File: src/rtl/score_pkg.sv
// Shared types and defaults for the score display controller.
// Holds the FSM encoding, the default sizes and the double-dabble nibble adjust.
package score_pkg;

    localparam int DEF_SCORE_W   = 14;
    localparam int DEF_AMT_W     = 8;
    localparam int DEF_NDIG      = 4;
    localparam int DEF_MAX_SCORE = 9999;
    localparam int NIB_W         = 4;

    typedef enum logic [1:0] {
        IDLE  = 2'd0,
        ADD   = 2'd1,
        CONV  = 2'd2,
        LATCH = 2'd3
    } state_t;

    // A nibble of 5 or more would exceed 9 after the next doubling.
    function automatic logic [NIB_W-1:0] dabble_adjust(input logic [NIB_W-1:0] nib);
        return (nib >= 4'd5) ? nib + 4'd3 : nib;
    endfunction

endpackage

File: src/rtl/bin2bcd_seq.sv
// Sequential binary-to-BCD converter: one shift-add-3 step per clock.
// done is high during the final step, so bcd is complete on the following cycle.
module bin2bcd_seq
    import score_pkg::*;
#(
    parameter int SCORE_W = DEF_SCORE_W,
    parameter int NDIG    = DEF_NDIG
) (
    input  logic                     clock,
    input  logic                     reset,
    input  logic                     start,
    input  logic                     abort,
    input  logic [SCORE_W-1:0]       bin,
    output logic [NDIG*NIB_W-1:0]    bcd,
    output logic                     done
);

    localparam int BCD_W = NDIG * NIB_W;
    localparam int CNT_W = $clog2(SCORE_W);
    localparam logic [CNT_W-1:0] LAST_STEP = CNT_W'(SCORE_W - 1);

    logic [SCORE_W-1:0] shifter;
    logic [CNT_W-1:0]   step;
    logic               running;
    logic [BCD_W-1:0]   adjusted;
    logic [BCD_W-1:0]   bcd_next;
    logic [SCORE_W-1:0] shifter_next;
    logic               shift_unused;

    always_comb begin
        // NOTE: every always_comb output gets a default first so no path can infer a latch.
        adjusted = bcd;
        for (int i = 0; i < NDIG; i++) begin
            adjusted[i*NIB_W +: NIB_W] = dabble_adjust(bcd[i*NIB_W +: NIB_W]);
        end
        {shift_unused, bcd_next, shifter_next} = {adjusted, shifter, 1'b0};
    end

    assign done = running && (step == LAST_STEP);

    always_ff @(posedge clock) begin
        // NOTE: sequential state is written with <= so every register samples pre-edge values.
        if (!reset) begin
            shifter <= '0;
            bcd     <= '0;
            step    <= '0;
            running <= 1'b0;
        end else if (abort) begin
            running <= 1'b0;
        end else if (start) begin
            shifter <= bin;
            bcd     <= '0;
            step    <= '0;
            running <= 1'b1;
        end else if (running) begin
            bcd     <= bcd_next;
            shifter <= shifter_next;
            step    <= step + CNT_W'(1);
            if (done) begin
                running <= 1'b0;
            end
        end
    end

endmodule

File: src/rtl/score_display_ctrl.sv
// Score owner: round-robin arbiter for two add requesters, saturating adder,
// and the FSM that drives a sequential BCD conversion into stable display digits.
module score_display_ctrl
    import score_pkg::*;
#(
    parameter int SCORE_W   = DEF_SCORE_W,
    parameter int AMT_W     = DEF_AMT_W,
    parameter int NDIG      = DEF_NDIG,
    parameter int MAX_SCORE = DEF_MAX_SCORE
) (
    input  logic                  clock,
    input  logic                  reset,
    input  logic                  clear,
    input  logic                  req_a,
    input  logic [AMT_W-1:0]      amt_a,
    output logic                  ack_a,
    input  logic                  req_b,
    input  logic [AMT_W-1:0]      amt_b,
    output logic                  ack_b,
    output logic [4*NDIG-1:0]     digits,
    output logic                  bcd_valid,
    output logic                  busy,
    output logic                  overflow
);

    localparam logic [SCORE_W:0]   MAX_SUM = (SCORE_W + 1)'(MAX_SCORE);
    localparam logic [SCORE_W-1:0] MAX_VAL = SCORE_W'(MAX_SCORE);

    state_t             state;
    logic [SCORE_W-1:0] score;
    logic [AMT_W-1:0]   amount;
    logic               rr_b;
    logic [SCORE_W:0]   sum;
    logic               saturate;
    logic [SCORE_W-1:0] next_score;
    logic               grant_a;
    logic               grant_b;
    logic               conv_start;
    logic               conv_done;
    logic [4*NDIG-1:0]  conv_bcd;

    // rr_b names the side that wins the next contended cycle.
    assign grant_a = req_a && (!req_b || !rr_b);
    assign grant_b = req_b && (!req_a || rr_b);

    assign sum        = {1'b0, score} + (SCORE_W + 1)'(amount);
    assign saturate   = sum > MAX_SUM;
    assign next_score = saturate ? MAX_VAL : sum[SCORE_W-1:0];
    assign conv_start = (state == ADD) && !clear;

    bin2bcd_seq #(
        .SCORE_W (SCORE_W),
        .NDIG    (NDIG)
    ) u_bin2bcd (
        .clock (clock),
        .reset (reset),
        .start (conv_start),
        .abort (clear),
        .bin   (next_score),
        .bcd   (conv_bcd),
        .done  (conv_done)
    );

    always_ff @(posedge clock) begin
        if (!reset) begin
            state     <= IDLE;
            score     <= '0;
            amount    <= '0;
            rr_b      <= 1'b0;
            ack_a     <= 1'b0;
            ack_b     <= 1'b0;
            digits    <= '0;
            bcd_valid <= 1'b0;
            busy      <= 1'b0;
            overflow  <= 1'b0;
        end else if (clear) begin
            state     <= IDLE;
            score     <= '0;
            ack_a     <= 1'b0;
            ack_b     <= 1'b0;
            digits    <= '0;
            bcd_valid <= 1'b0;
            busy      <= 1'b0;
            overflow  <= 1'b0;
        end else begin
            ack_a     <= 1'b0;
            ack_b     <= 1'b0;
            bcd_valid <= 1'b0;
            unique case (state)
                IDLE: begin
                    if (grant_a || grant_b) begin
                        amount <= grant_a ? amt_a : amt_b;
                        ack_a  <= grant_a;
                        ack_b  <= grant_b;
                        if (req_a && req_b) begin
                            rr_b <= grant_a;
                        end
                        busy   <= 1'b1;
                        state  <= ADD;
                    end
                end
                ADD: begin
                    score <= next_score;
                    if (saturate) begin
                        overflow <= 1'b1;
                    end
                    state <= CONV;
                end
                CONV: begin
                    if (conv_done) begin
                        state <= LATCH;
                    end
                end
                LATCH: begin
                    digits    <= conv_bcd;
                    bcd_valid <= 1'b1;
                    busy      <= 1'b0;
                    state     <= IDLE;
                end
                default: state <= IDLE;
            endcase
        end
    end

endmodule

File: config.mk
export PLATFORM = sky130hd
export DESIGN_NAME = score_display_ctrl
export DESIGN_NICKNAME = d
export VERILOG_FILES = /design/src/rtl/score_pkg.sv /design/src/rtl/bin2bcd_seq.sv /design/src/rtl/score_display_ctrl.sv
export SDC_FILE = /design/constraint.sdc
export NUM_CORES = 1
export LEC_CHECK = 0
export CELL_PAD_IN_SITES_DETAIL_PLACEMENT = 0
export CELL_PAD_IN_SITES_GLOBAL_PLACEMENT = 1
export CORE_MARGIN = 5
export CORE_UTILIZATION = 44
export DETAILED_ROUTE_END_ITERATION = 16
export PLACE_DENSITY = 0.85
export SYNTH_ARGS = -nofsm -noshare
export SYNTH_HDL_FRONTEND = slang
export SYNTH_SLANG_ARGS = --single-unit
File: constraint.sdc
create_clock -name clock -period 4.1 [get_ports clock]
set_input_delay 1.23 -clock clock [delete_from_list [all_inputs] [get_ports clock]]
set_output_delay 1.23 -clock clock [all_outputs]
set_load 0.03 [all_outputs]
# Yosys cells after proc, flatten, opt, wreduce, memory -nomap -nowiden
# Index checks and enable logic that the tools add are counted.
# W data, S select, Z words.
classes:
  add_sub_neg: 6
  n_lt_le_gt_ge: 5
  eq_ne: 6
  muxes: 21
  n_bitwise: 4
  n_reduce_logical: 23
op_table:
  columns: ["cell", "count"]
  rows:
  - ["$mux W14", 3]
  - ["$mux W16", 2]
  - ["$mux W4", 5]
  - ["$ge A4 B3 Y1 const B", 4]
  - ["$add A14 B8 Y15", 1]
  - ["$gt A15 B14 Y1 const B", 1]
  - ["$add A4 B2 Y4 const B", 3]
  - ["$mux W8", 1]
  - ["$pmux W2 S4", 1]
  - ["$reduce_and A2 Y1", 4]
  - ["$logic_and A1 B1 Y1", 5]
  - ["$mux W1", 5]
  - ["$add A4 B1 Y4 const B", 1]
  - ["$eq A2 B2 Y1 const B", 2]
  - ["$eq A4 B4 Y1 const B", 1]
  - ["$logic_not A1 Y1", 4]
  - ["$mux W2", 2]
  - ["$ne A2 B2 Y1 const B", 2]
  - ["$not A1 Y1", 4]
  - ["$reduce_and A4 Y1", 1]
  - ["$reduce_bool A2 Y1", 2]
  - ["$reduce_or A4 Y1", 1]
  - ["$add A3 B2 Y3 const B", 1]
  - ["$logic_or A1 B1 Y1", 3]
  - ["6 further kinds", 6]
word_totals:
  reg_bits: 81
  input_bits: 21
  out_inout_bits: 21

# Longest topological paths before layout
# Gate-level depths: netlist (run 1).
depth:
  depth_word: 6
  ltp_mapped: 13

# Modules after synthesis
# A second synthesis (run 1) with hierarchy kept.
hier_totals:
  cells_unflattened: 503
  area_unflattened_um2: 4524.3
modules_own_cells:
  columns: ["mod", "n_inst", "cells_each", "area_each_um2", "seq_area_each_um2"]
  rows:
  - ["score_display_ctrl", 1, 283, 2541.2, 920.9]
  - ["bin2bcd_seq", 1, 220, 1983.2, 700.7]

# Least setup slack after synthesis (run 1)
# OpenSTA, ideal clock, no wires.
synth_path:
  path_type: "reg-to-reg"
  startpoint: "reg score[0]"
  endpoint: "reg score[12]"
  setup_ps: 117
  t_arrival_ps: 2770
  required_time_ps: 3983
  path_slack_ps: 1213
  path_stages_with_launch: 13
  path_buffers: 1
  synth_period_minus_slack_ps: 2887
  cell_sequence: "dfxtp_1 > ha_1 > inv_1 > fa_1 > nor2b_1 > o2111ai_1 > a21oi_1 > o21ai_1 > a311o_1 > nand2_1 > nor2_8 > buf_8 > a32o_1"
synth_between:
  elab_chain_len: 3
synth_lines:
  columns: ["item", "line", "text"]
  rows:
  - ["from (decl)", "score_display_ctrl.sv:30", "logic [SCORE_W-1:0] score;"]
  - ["from (signal assigned)", "score_display_ctrl.sv:103", "score <= next_score;"]
  - ["$add A14 B8 Y15 (*)", "score_display_ctrl.sv:46", "assign sum = {1'b0, score} + (SCORE_W + 1)'(amount);"]
  - ["$gt A15 B14 Y1", "score_display_ctrl.sv:47", "assign saturate = sum > MAX_SUM;"]
  - ["$mux W14 (*)", "score_display_ctrl.sv:48", "assign next_score = saturate ? MAX_VAL : sum[SCORE_W-1:0];"]
# Mark *: on every way between the ends. The rest lies on a longest branch, timed or not.
# A chain may end at the register's enable or synchronous reset.

# Worst setup path in the final report (run 1)
layout_path:
  startpoint: "reg score[0]"
  endpoint: "reg u_bin2bcd.shifter[8]"
layout_between:
  elab_chain_len: 4
layout_lines:
  columns: ["item", "line", "text"]
  rows:
  - ["$add A14 B8 Y15 (*)", "score_display_ctrl.sv:46", null]
  - ["$gt A15 B14 Y1", "score_display_ctrl.sv:47", null]
  - ["$mux W14 (*)", "score_display_ctrl.sv:48", null]
  - ["$mux W14 (*)", "bin2bcd_seq.sv:50", "end else if (start) begin"]
  - ["to (signal assigned)", "bin2bcd_seq.sv:51", "shifter <= bin;"]
  - ["to (signal assigned)", "bin2bcd_seq.sv:57", "shifter <= shifter_next;"]
  - ["to (decl)", "bin2bcd_seq.sv:22", "logic [SCORE_W-1:0] shifter;"]
# Marks and branches as above.

==> results of run 1 <==
metal layers:
layer	vias to the layer above	wire length (µm)	part of all wire
met2	76	4480	0.48
met4	0	100	0.011
li1	1774	-	-
met3	9	407	0.043
met1	1670	4390	0.47
met5	-	0	0
cell families after synthesis:
family | count (synthesis) | share of synthesized area
AND/OR/NAND/NOR | 141 | 0.171
AO/OA/AOI/OAI | 135 | 0.224
flip-flops | 81 | 0.384
buffers and inverters | 48 | 0.0488
multiplexers | 25 | 0.0592
adder cells (fa/ha/maj) | 23 | 0.0699
XOR/XNOR | 21 | 0.0435
how the worst max path moves through the flow:
stage                                              endpoint                   from
final                     u_bin2bcd.shifter[8]$_SDFFE_PN0P_  score[0]$_SDFFE_PP0N_
after global routing      u_bin2bcd.shifter[8]$_SDFFE_PN0P_  score[0]$_SDFFE_PP0N_
after CTS                 u_bin2bcd.shifter[8]$_SDFFE_PN0P_  score[0]$_SDFFE_PP0N_
after detailed placement  u_bin2bcd.shifter[3]$_SDFFE_PN0P_                  clear
after global placement    u_bin2bcd.shifter[3]$_SDFFE_PN0P_                  clear
after floorplan                      score[12]$_SDFFE_PP0N_  score[0]$_SDFFE_PP0N_
metrics by stage:
stage | setup WS (ns) | hold WS [ns] | std cells
after global routing | 0.577 | 0.472 | 640
after floorplan | 1.21 | 0.468 | 474
after detailed placement | 0.748 | 0.439 | 624
after CTS | 0.842 | 0.450 | 640
after global placement | 0.782 | 0.439 | 624
final | 0.874 | 0.450 | 640
power groups by stage:
stage	combinational [µW]	sequential (µW)	clock, µW
floorplan	103	832	0
global placement	157	832	0
detailed placement	159	833	0
CTS	159	814	710
global route	175	816	741
finish	158	814	695
Yosys cell counts, types with 6 or more instances:
cell                       instances  area share
sky130_fd_sc_hd__mux2i_1          25       0.059
sky130_fd_sc_hd__a21oi_1          25       0.030
sky130_fd_sc_hd__nand3_1          11       0.013
sky130_fd_sc_hd__nand2_1          28       0.025
sky130_fd_sc_hd__and2_1            9       0.013
sky130_fd_sc_hd__ha_1             22       0.065
sky130_fd_sc_hd__a32o_1            6       0.014
sky130_fd_sc_hd__a21boi_0          6       0.011
sky130_fd_sc_hd__nor2_1           37       0.033
sky130_fd_sc_hd__o21ai_0          30       0.036
sky130_fd_sc_hd__nor2b_1          15       0.022
sky130_fd_sc_hd__a22oi_1          13       0.023
sky130_fd_sc_hd__a22o_1            6       0.012
sky130_fd_sc_hd__and3_1            6      0.0089
sky130_fd_sc_hd__o211a_1           8       0.019
sky130_fd_sc_hd__nand2b_1          7       0.010
sky130_fd_sc_hd__xnor2_1          11       0.023
sky130_fd_sc_hd__dfxtp_1          81        0.38
sky130_fd_sc_hd__inv_1            22       0.020
sky130_fd_sc_hd__nor3_1           11       0.013
sky130_fd_sc_hd__xor2_1           10       0.021
sky130_fd_sc_hd__clkbuf_1         22       0.020
sky130_fd_sc_hd__a31oi_1           8       0.012
cells in the final DEF (no fill, tap or decap), types with 10 or more instances in the layout:
| master | n |
|---|---|
| sky130_fd_sc_hd__a21oi_1 | 25 |
| sky130_fd_sc_hd__a22oi_1 | 13 |
| sky130_fd_sc_hd__clkdlybuf4s50_1 | 41 |
| sky130_fd_sc_hd__dfxtp_1 | 81 |
| sky130_fd_sc_hd__ha_1 | 22 |
| sky130_fd_sc_hd__inv_1 | 22 |
| sky130_fd_sc_hd__mux2i_1 | 25 |
| sky130_fd_sc_hd__nand2_1 | 28 |
| sky130_fd_sc_hd__nand3_1 | 11 |
| sky130_fd_sc_hd__nor2_1 | 37 |
| sky130_fd_sc_hd__nor2b_1 | 15 |
| sky130_fd_sc_hd__nor3_1 | 11 |
| sky130_fd_sc_hd__o21ai_0 | 30 |
| sky130_fd_sc_hd__xnor2_1 | 11 |
| sky130_fd_sc_hd__xor2_1 | 10 |
critical path: stages, from the launching register on:
cell	delay (ns)
sky130_fd_sc_hd__dfxtp_1	0.34
sky130_fd_sc_hd__ha_1	0.21
sky130_fd_sc_hd__inv_1	0.06
sky130_fd_sc_hd__fa_1	0.39
sky130_fd_sc_hd__nor2b_1	0.16
sky130_fd_sc_hd__o2111ai_1	0.14
sky130_fd_sc_hd__a21oi_1	0.33
sky130_fd_sc_hd__o21ai_1	0.23
sky130_fd_sc_hd__a311o_1	0.45
sky130_fd_sc_hd__nand2_1	0.37
sky130_fd_sc_hd__o21ai_0	0.22
sky130_fd_sc_hd__a21boi_0	0.23
final cells by class:
type                    count  area, µm²
clock buffers              11        131
fillers                   875       4330
inverters                  22       82.6
clock inverters             5        104
well taps                 129        161
repair buffers             47        455
multi-input cells         345       2400
flip-flops and latches     81       1620
sequential cells by signal (all words and copies together), names as in the netlist:
| register | cells |
|---|---|
| ack_a | 1 |
| ack_b | 1 |
| amount | 8 |
| bcd_valid | 1 |
| busy | 1 |
| digits | 16 |
| overflow | 1 |
| rr_b | 1 |
| score | 14 |
| state | 2 |
| u_bin2bcd.bcd | 16 |
| u_bin2bcd.running | 1 |
| u_bin2bcd.shifter | 14 |
| u_bin2bcd.step | 4 |
==> parameters.txt, run 1 <==
Parameter                              Value

Synthesis
  Yosys warnings ... 0
  Register bit count reported by yosys ... 81
  Share of flip-flops with an asynchronous set or reset after synthesis ... 0
  Sequential share of the synthesized area ... 0.384
  Count of mapped cells out of synthesis ... 474
  Number of different library cells in the post-synthesis netlist ... 54
  Netlist area before placement ... 4230 µm²
  Mean area per synthesized cell ... 8.92 µm²
  Syn Nets ... 518
  Flip-flop cell with the highest count after synthesis ... sky130_fd_sc_hd__dfxtp_1
  Post-synth EDFFs ... 0

Global route
  Via count of the first global-routing pass ... 3294
  Met2 usage in global routing ... 0.276
  Remaining global-route overflow ... 0
  Gr usage total ... 0.163
  Maximum number of pins on one net before global-route repair ... 46
  Met3 Resource Use GR ... 0.0346
  Number of antenna violations at the first check in global routing ... 0
  Global-route met1 utilization ... 0.212
  Routing layer with the top usage in global route ... met2
  First-pass GRT wire length ... 15.5 mm

Drt
  Count of TritonRoute iterations in the first routing pass ... 5
  DRC violation count after routing ... 0
  Routed via count ... 3529
  Routed wire length ... 9.38 mm
  Antenna-violating nets left ... 0
  Initial DRC Count ... 214
  Final routed wire length divided by cell count ... 14.7 µm
  Vias per cell ... 5.51

Die
  Vert. Die Dim ... 108 µm
  X dimension of the die ... 108 µm
  Effective utilization at floorplan ... 0.455
  Placeable core area ... 9280 µm²
  Ports ... 42
  Die Outline Area ... 11700 µm²
  Number of cell rows ... 35

Final layout
  Number of inserted diodes ... 0
  Synth-to-layout area growth ... 17.2%
  Final core utilization ... 0.534
  Fraction of final layout cells with drive strength greater than 1 ... 0.0607
  Final-stage net count ... 550
  Post-route cell area ... 4950 µm²

Critical path
  Highest net fanout along the worst path ... 10
  Crit start category ... flop
  Critical path class ... reg -> reg
  Arrival time of data at the critical path endpoint ... 3.49 ns
  Data required time at the worst endpoint ... 4.36 ns
  Logic depth of the worst register-to-register path ... 11
  Register-to-register setup slack ... 0.87 ns
  End of the worst register-to-register path ... u_bin2bcd.shifter[8]$_SDFFE_PN0P_
  Worst setup EP type ... flop
  Worst r2r src ... score[0]$_SDFFE_PP0N_

Pwr
  Total internal power ... 1280 µW
  Worst IR drop on VDD ... 0.000175 V
  Clock share of power ... 0.417
  P_leak ... 0.00188 µW
  Switching part of the total ... 0.234
  Sequential share of power ... 0.488
  Tot Pwr ... 1670 µW
  Net switching component of the power ... 391 µW
  Ratio of total power to cell area ... 337 nW/µm²
  Combinational Power Share ... 0.095

STA
  Slew margin rel. ... 0.306
  Max Fclk ... 310 MHz
  Final-report max-slew violation count ... 0
  Period minus WS final ... 3.23 ns
  Clock skew ... 0.0116 ns
  Unrepaired setup endpoints after global routing ... false
  Transition time of the tightest slew-check pin ... 1.04 ns
  Part of the cycle the worst path needs ... 0.787
  Number of setup violations in the final report ... 0
  Final hold violation count ... 0
  Setup TNS ... 0 ns

Placement
  IO buf count ... 41
  Placer Congestion ... 0.826
  Dpl cell area ... 4720 µm²
  Detailed Place HPWL ... 6.65 mm

Clock network
  Setup fix buffers added after clock tree synthesis ... 0
  CTS tree ... done
  Number of resized instances in the post-cts repair step ... 0
  Maximum clock insertion buffer count ... 2
  Worst-skew pair later-pin latency ... 0.35 ns
  H-tree level count ... 3
  CTS root buf ... sky130_fd_sc_hd__clkbuf_8
  Post-CTS Hold Buffers ... 0
  Clock sinks ... 81
  Post-CTS clock slew at the launch and capture registers of the worst setup and hold paths ... 0.08 ns
  Total CTS buffers ... 9

Job
  Maximum capacitance violations ... 0

Worst hold path
  Number of cells on the worst hold path ... 2
  Hold Path Origin ... overflow$_SDFFE_PP0P_
  Classification of the worst-slack hold path ... reg -> reg
  WHS Endpoint ... overflow$_SDFFE_PP0P_

Run status
  Outcome ... complete, no violations
No activity file was read; power rests on OpenSTA's default activity.
==> run 2, diff against run 1 <==
--- a/config.mk
+++ b/config.mk
@@ -8,9 +8,9 @@
 export CELL_PAD_IN_SITES_DETAIL_PLACEMENT = 0
 export CELL_PAD_IN_SITES_GLOBAL_PLACEMENT = 1
 export CORE_MARGIN = 5
-export CORE_UTILIZATION = 44
+export CORE_UTILIZATION = 39
 export DETAILED_ROUTE_END_ITERATION = 16
-export PLACE_DENSITY = 0.85
+export PLACE_DENSITY = 0.8
 export SYNTH_ARGS = -nofsm -noshare
 export SYNTH_HDL_FRONTEND = slang
 export SYNTH_SLANG_ARGS = --single-unit
==> constraint.sdc (replaced) <==
create_clock -name clock -period 2.9 [get_ports clock]
set_input_delay 0.87 -clock clock [delete_from_list [all_inputs] [get_ports clock]]
set_output_delay 0.87 -clock clock [all_outputs]
set_load 0.03 [all_outputs]
==> run 2 against run 1 <==
Sequential power grew 41%. Critical path type unchanged. Final area grew 9.4%. Critical endpoint is now score[4]$_SDFFE_PP0N_. Via count rose by 4.6%. Clock skew is 0.0057 ns lower. Utilization fell by 2.9 points. Clock-buffer cell count grew 1. Fmax grew 14%.
==> parameters.txt, run 2 (synthesis results as in run 1) <==
Parameter                              Value

Final layout
  Final-stage net count ... 590
  Synth-to-layout area growth ... 28.3%
  Registers with the most flip-flops ... digits (16), u_bin2bcd.bcd (16)
  Filler instances ... 1051
  Commonest non-fill, non-tap cell in the layout ... sky130_fd_sc_hd__dfxtp_1
  Sequential standard cell area ... 1620 µm²
  Fraction of final layout cells with drive strength greater than 1 ... 0.167
  Footprint of the multi-input gates ... 2560 µm²
  Final core utilization ... 0.505
  Non-Filler Instances ... 691
  Number of inserted diodes ... 0
  Highest-count cells in the layout ignoring fill and taps ... sky130_fd_sc_hd__dfxtp_1, sky130_fd_sc_hd__buf_4, sky130_fd_sc_hd__clkdlybuf4s50_1

Clock network
  Maximum clock insertion buffer count ... 2
  Worst-skew pair later-pin latency ... 0.36 ns
  Post-CTS clock slew at the launch and capture registers of the worst setup and hold paths ... 0.08 ns
  Post-CTS Hold Buffers ... 0
  Total CTS buffers ... 9
  H-tree level count ... 3
  Clock sinks ... 81
  CTS tree ... done
  CTS root buf ... sky130_fd_sc_hd__clkbuf_8

STA
  Clock skew ... 0.00589 ns
  Transition time of the tightest slew-check pin ... 0.670 ns
  Setup TNS ... 0 ns
  Number of setup violations in the final report ... 0
  Max Fclk ... 354 MHz
  Period minus WS final ... 2.83 ns
  Worst hold slack ... 0.462 ns
  Final hold violation count ... 0
  Slew margin rel. ... 0.550
  Final-report max-slew violation count ... 0
  Part of the cycle the worst path needs ... 0.975

Critical path
  Worst setup EP type ... flop
  Worst Setup EP ... score[4]$_SDFFE_PP0N_
  Critical path class ... reg -> reg
  Register-to-register setup slack ... 0.07 ns
  Launching instance or port of the critical path ... score[4]$_SDFFE_PP0N_
  Cell type of the slowest stage on the worst timing path ... sky130_fd_sc_hd__dfxtp_1
  Largest stage delay on the critical path ... 0.35 ns
  Highest net fanout along the worst path ... 8
  Data required time at the worst endpoint ... 3.16 ns
  End of the worst register-to-register path ... score[4]$_SDFFE_PP0N_
  Worst r2r src ... score[4]$_SDFFE_PP0N_
  Arrival time of data at the critical path endpoint ... 3.08 ns
  Crit start category ... flop
  Cells traversed along the worst timing path ... ha_1, a21o_1, a221o_1, o2111a_2, nand3_1, nor4b_4, o311a_4, nor2_8, buf_4, a31o_2
  Logic depth of the worst register-to-register path ... 10

Drt
  Routed wire length ... 10.1 mm
  Vias per cell ... 5.34
  Count of TritonRoute iterations in the first routing pass ... 4
  Final routed wire length divided by cell count ... 14.6 µm
  Initial DRC Count ... 232
  Routed via count ... 3691
  Antenna-violating nets left ... 0
  DRC violation count after routing ... 0

Global route
  Number of antenna violations at the first check in global routing ... 0
  Gr usage total ... 0.155
  Remaining global-route overflow ... 0
  First-pass GRT wire length ... 16.5 mm
  Via count of the first global-routing pass ... 3461
  Maximum number of pins on one net before global-route repair ... 42

Run status
  Outcome ... complete, no violations

Placement
  Placer Congestion ... 0.840
  Placed insts ... 667
  IO buf count ... 41
  Detailed Place HPWL ... 7.09 mm

Die
  Ports ... 42
  Die Outline Area ... 13000 µm²
  Number of cell rows ... 38
  X dimension of the die ... 114 µm
  Effective utilization at floorplan ... 0.393
  Vert. Die Dim ... 114 µm
  Placeable core area ... 10700 µm²

Pwr
  P_leak ... 0.00211 µW
  Ratio of total power to cell area ... 439 nW/µm²
  Worst IR drop on VDD ... 0.000193 V

Worst hold path
  Classification of the worst-slack hold path ... reg -> reg

Job
  Maximum capacitance violations ... 0
[run 2: changes by cell type in the layout (fill, tap and decap cells not counted), moves of 3 or more]
cell,previous run,this run
sky130_fd_sc_hd__o41ai_1,4,0
sky130_fd_sc_hd__ha_1,22,19
sky130_fd_sc_hd__buf_4,6,45
sky130_fd_sc_hd__o41ai_2,0,3
[run 2: how the worst min path moves through the flow]
| stage | from | slack, ns | endpoint | cells past startpoint |
|---|---|---|---|---|
| after floorplan | u_bin2bcd.bcd[15]$_SDFFE_PN0P_ | 0.47 | u_bin2bcd.bcd[15]$_SDFFE_PN0P_ | 2 |
| after global placement | overflow$_SDFFE_PP0P_ | 0.43 | overflow$_SDFFE_PP0P_ | 2 |
| after detailed placement | overflow$_SDFFE_PP0P_ | 0.46 | overflow$_SDFFE_PP0P_ | 2 |
| after CTS | overflow$_SDFFE_PP0P_ | 0.47 | overflow$_SDFFE_PP0P_ | 2 |
| after global routing | overflow$_SDFFE_PP0P_ | 0.50 | overflow$_SDFFE_PP0P_ | 2 |
| final | overflow$_SDFFE_PP0P_ | 0.46 | overflow$_SDFFE_PP0P_ | 2 |
[run 2: layout make-up]
cell class	count	share of cell area
clock inverter	4	0.0138
tap	140	0.0323
timing repair buffer	86	0.138
sequential	81	0.299
inverter	22	0.0152
multi-input combinational	346	0.473
clock buffer	12	0.0286
[run 2: what timing repair did]
item,CTS,global route
buffers inserted,0,7
gates resized for setup,3,22
gates cloned,0,1
pin swaps,2,6
endpoints found under the setup margin,23,26
[run 2: metal layers]
| metal | global-route usage | vias up | part of all wire |
|---|---|---|---|
| li1 | - | 1857 | - |
| met1 | 0.208 | 1756 | 0.46 |
| met2 | 0.250 | 68 | 0.48 |
| met3 | 0.0365 | 10 | 0.040 |
| met4 | 0.0475 | 0 | 0.013 |
| met5 | 0 | - | 0 |
[run 2: stage by stage]
step	total power, µW	cell area, µm²	setup slack [ns]
floorplan	1320	4230	0.0126
CTS	2390	5220	-0.000266
detailed placement	1430	4970	-0.109
finish	2380	5420	0.0734
global placement	1430	4970	-0.0486
global route	2490	5420	-0.0299
[run 2: critical path: cells and delay by family, from the launching register on]
kind / cells / cell delay [ns]
AOI/OAI and AO/OA: 5 / 1.39
and+or+nand+nor: 3 / 0.50
DFF: 1 / 0.35
adders and majority gates: 1 / 0.34
buffers and inverters: 1 / 0.14
[run 2: where the power goes]
part	total, µW	switching (µW)	leakage, µW	internal (µW)
Clock	952	420	0.000109	532
Combinational	274	143	0.00134	131
Sequential	1150	17.5	0.000656	1130
Total	2380	580	0.00211	1800
==> run 3, diff against run 2 <==
--- a/config.mk
+++ b/config.mk
@@ -10,6 +10,7 @@
 export CORE_MARGIN = 5
 export CORE_UTILIZATION = 39
 export DETAILED_ROUTE_END_ITERATION = 16
+export HOLD_SLACK_MARGIN = 0.06
 export PLACE_DENSITY = 0.8
 export SYNTH_ARGS = -nofsm -noshare
 export SYNTH_HDL_FRONTEND = slang
==> results of run 3 <==
No change in the layout: final DEF, timing and power equal those of run 2.
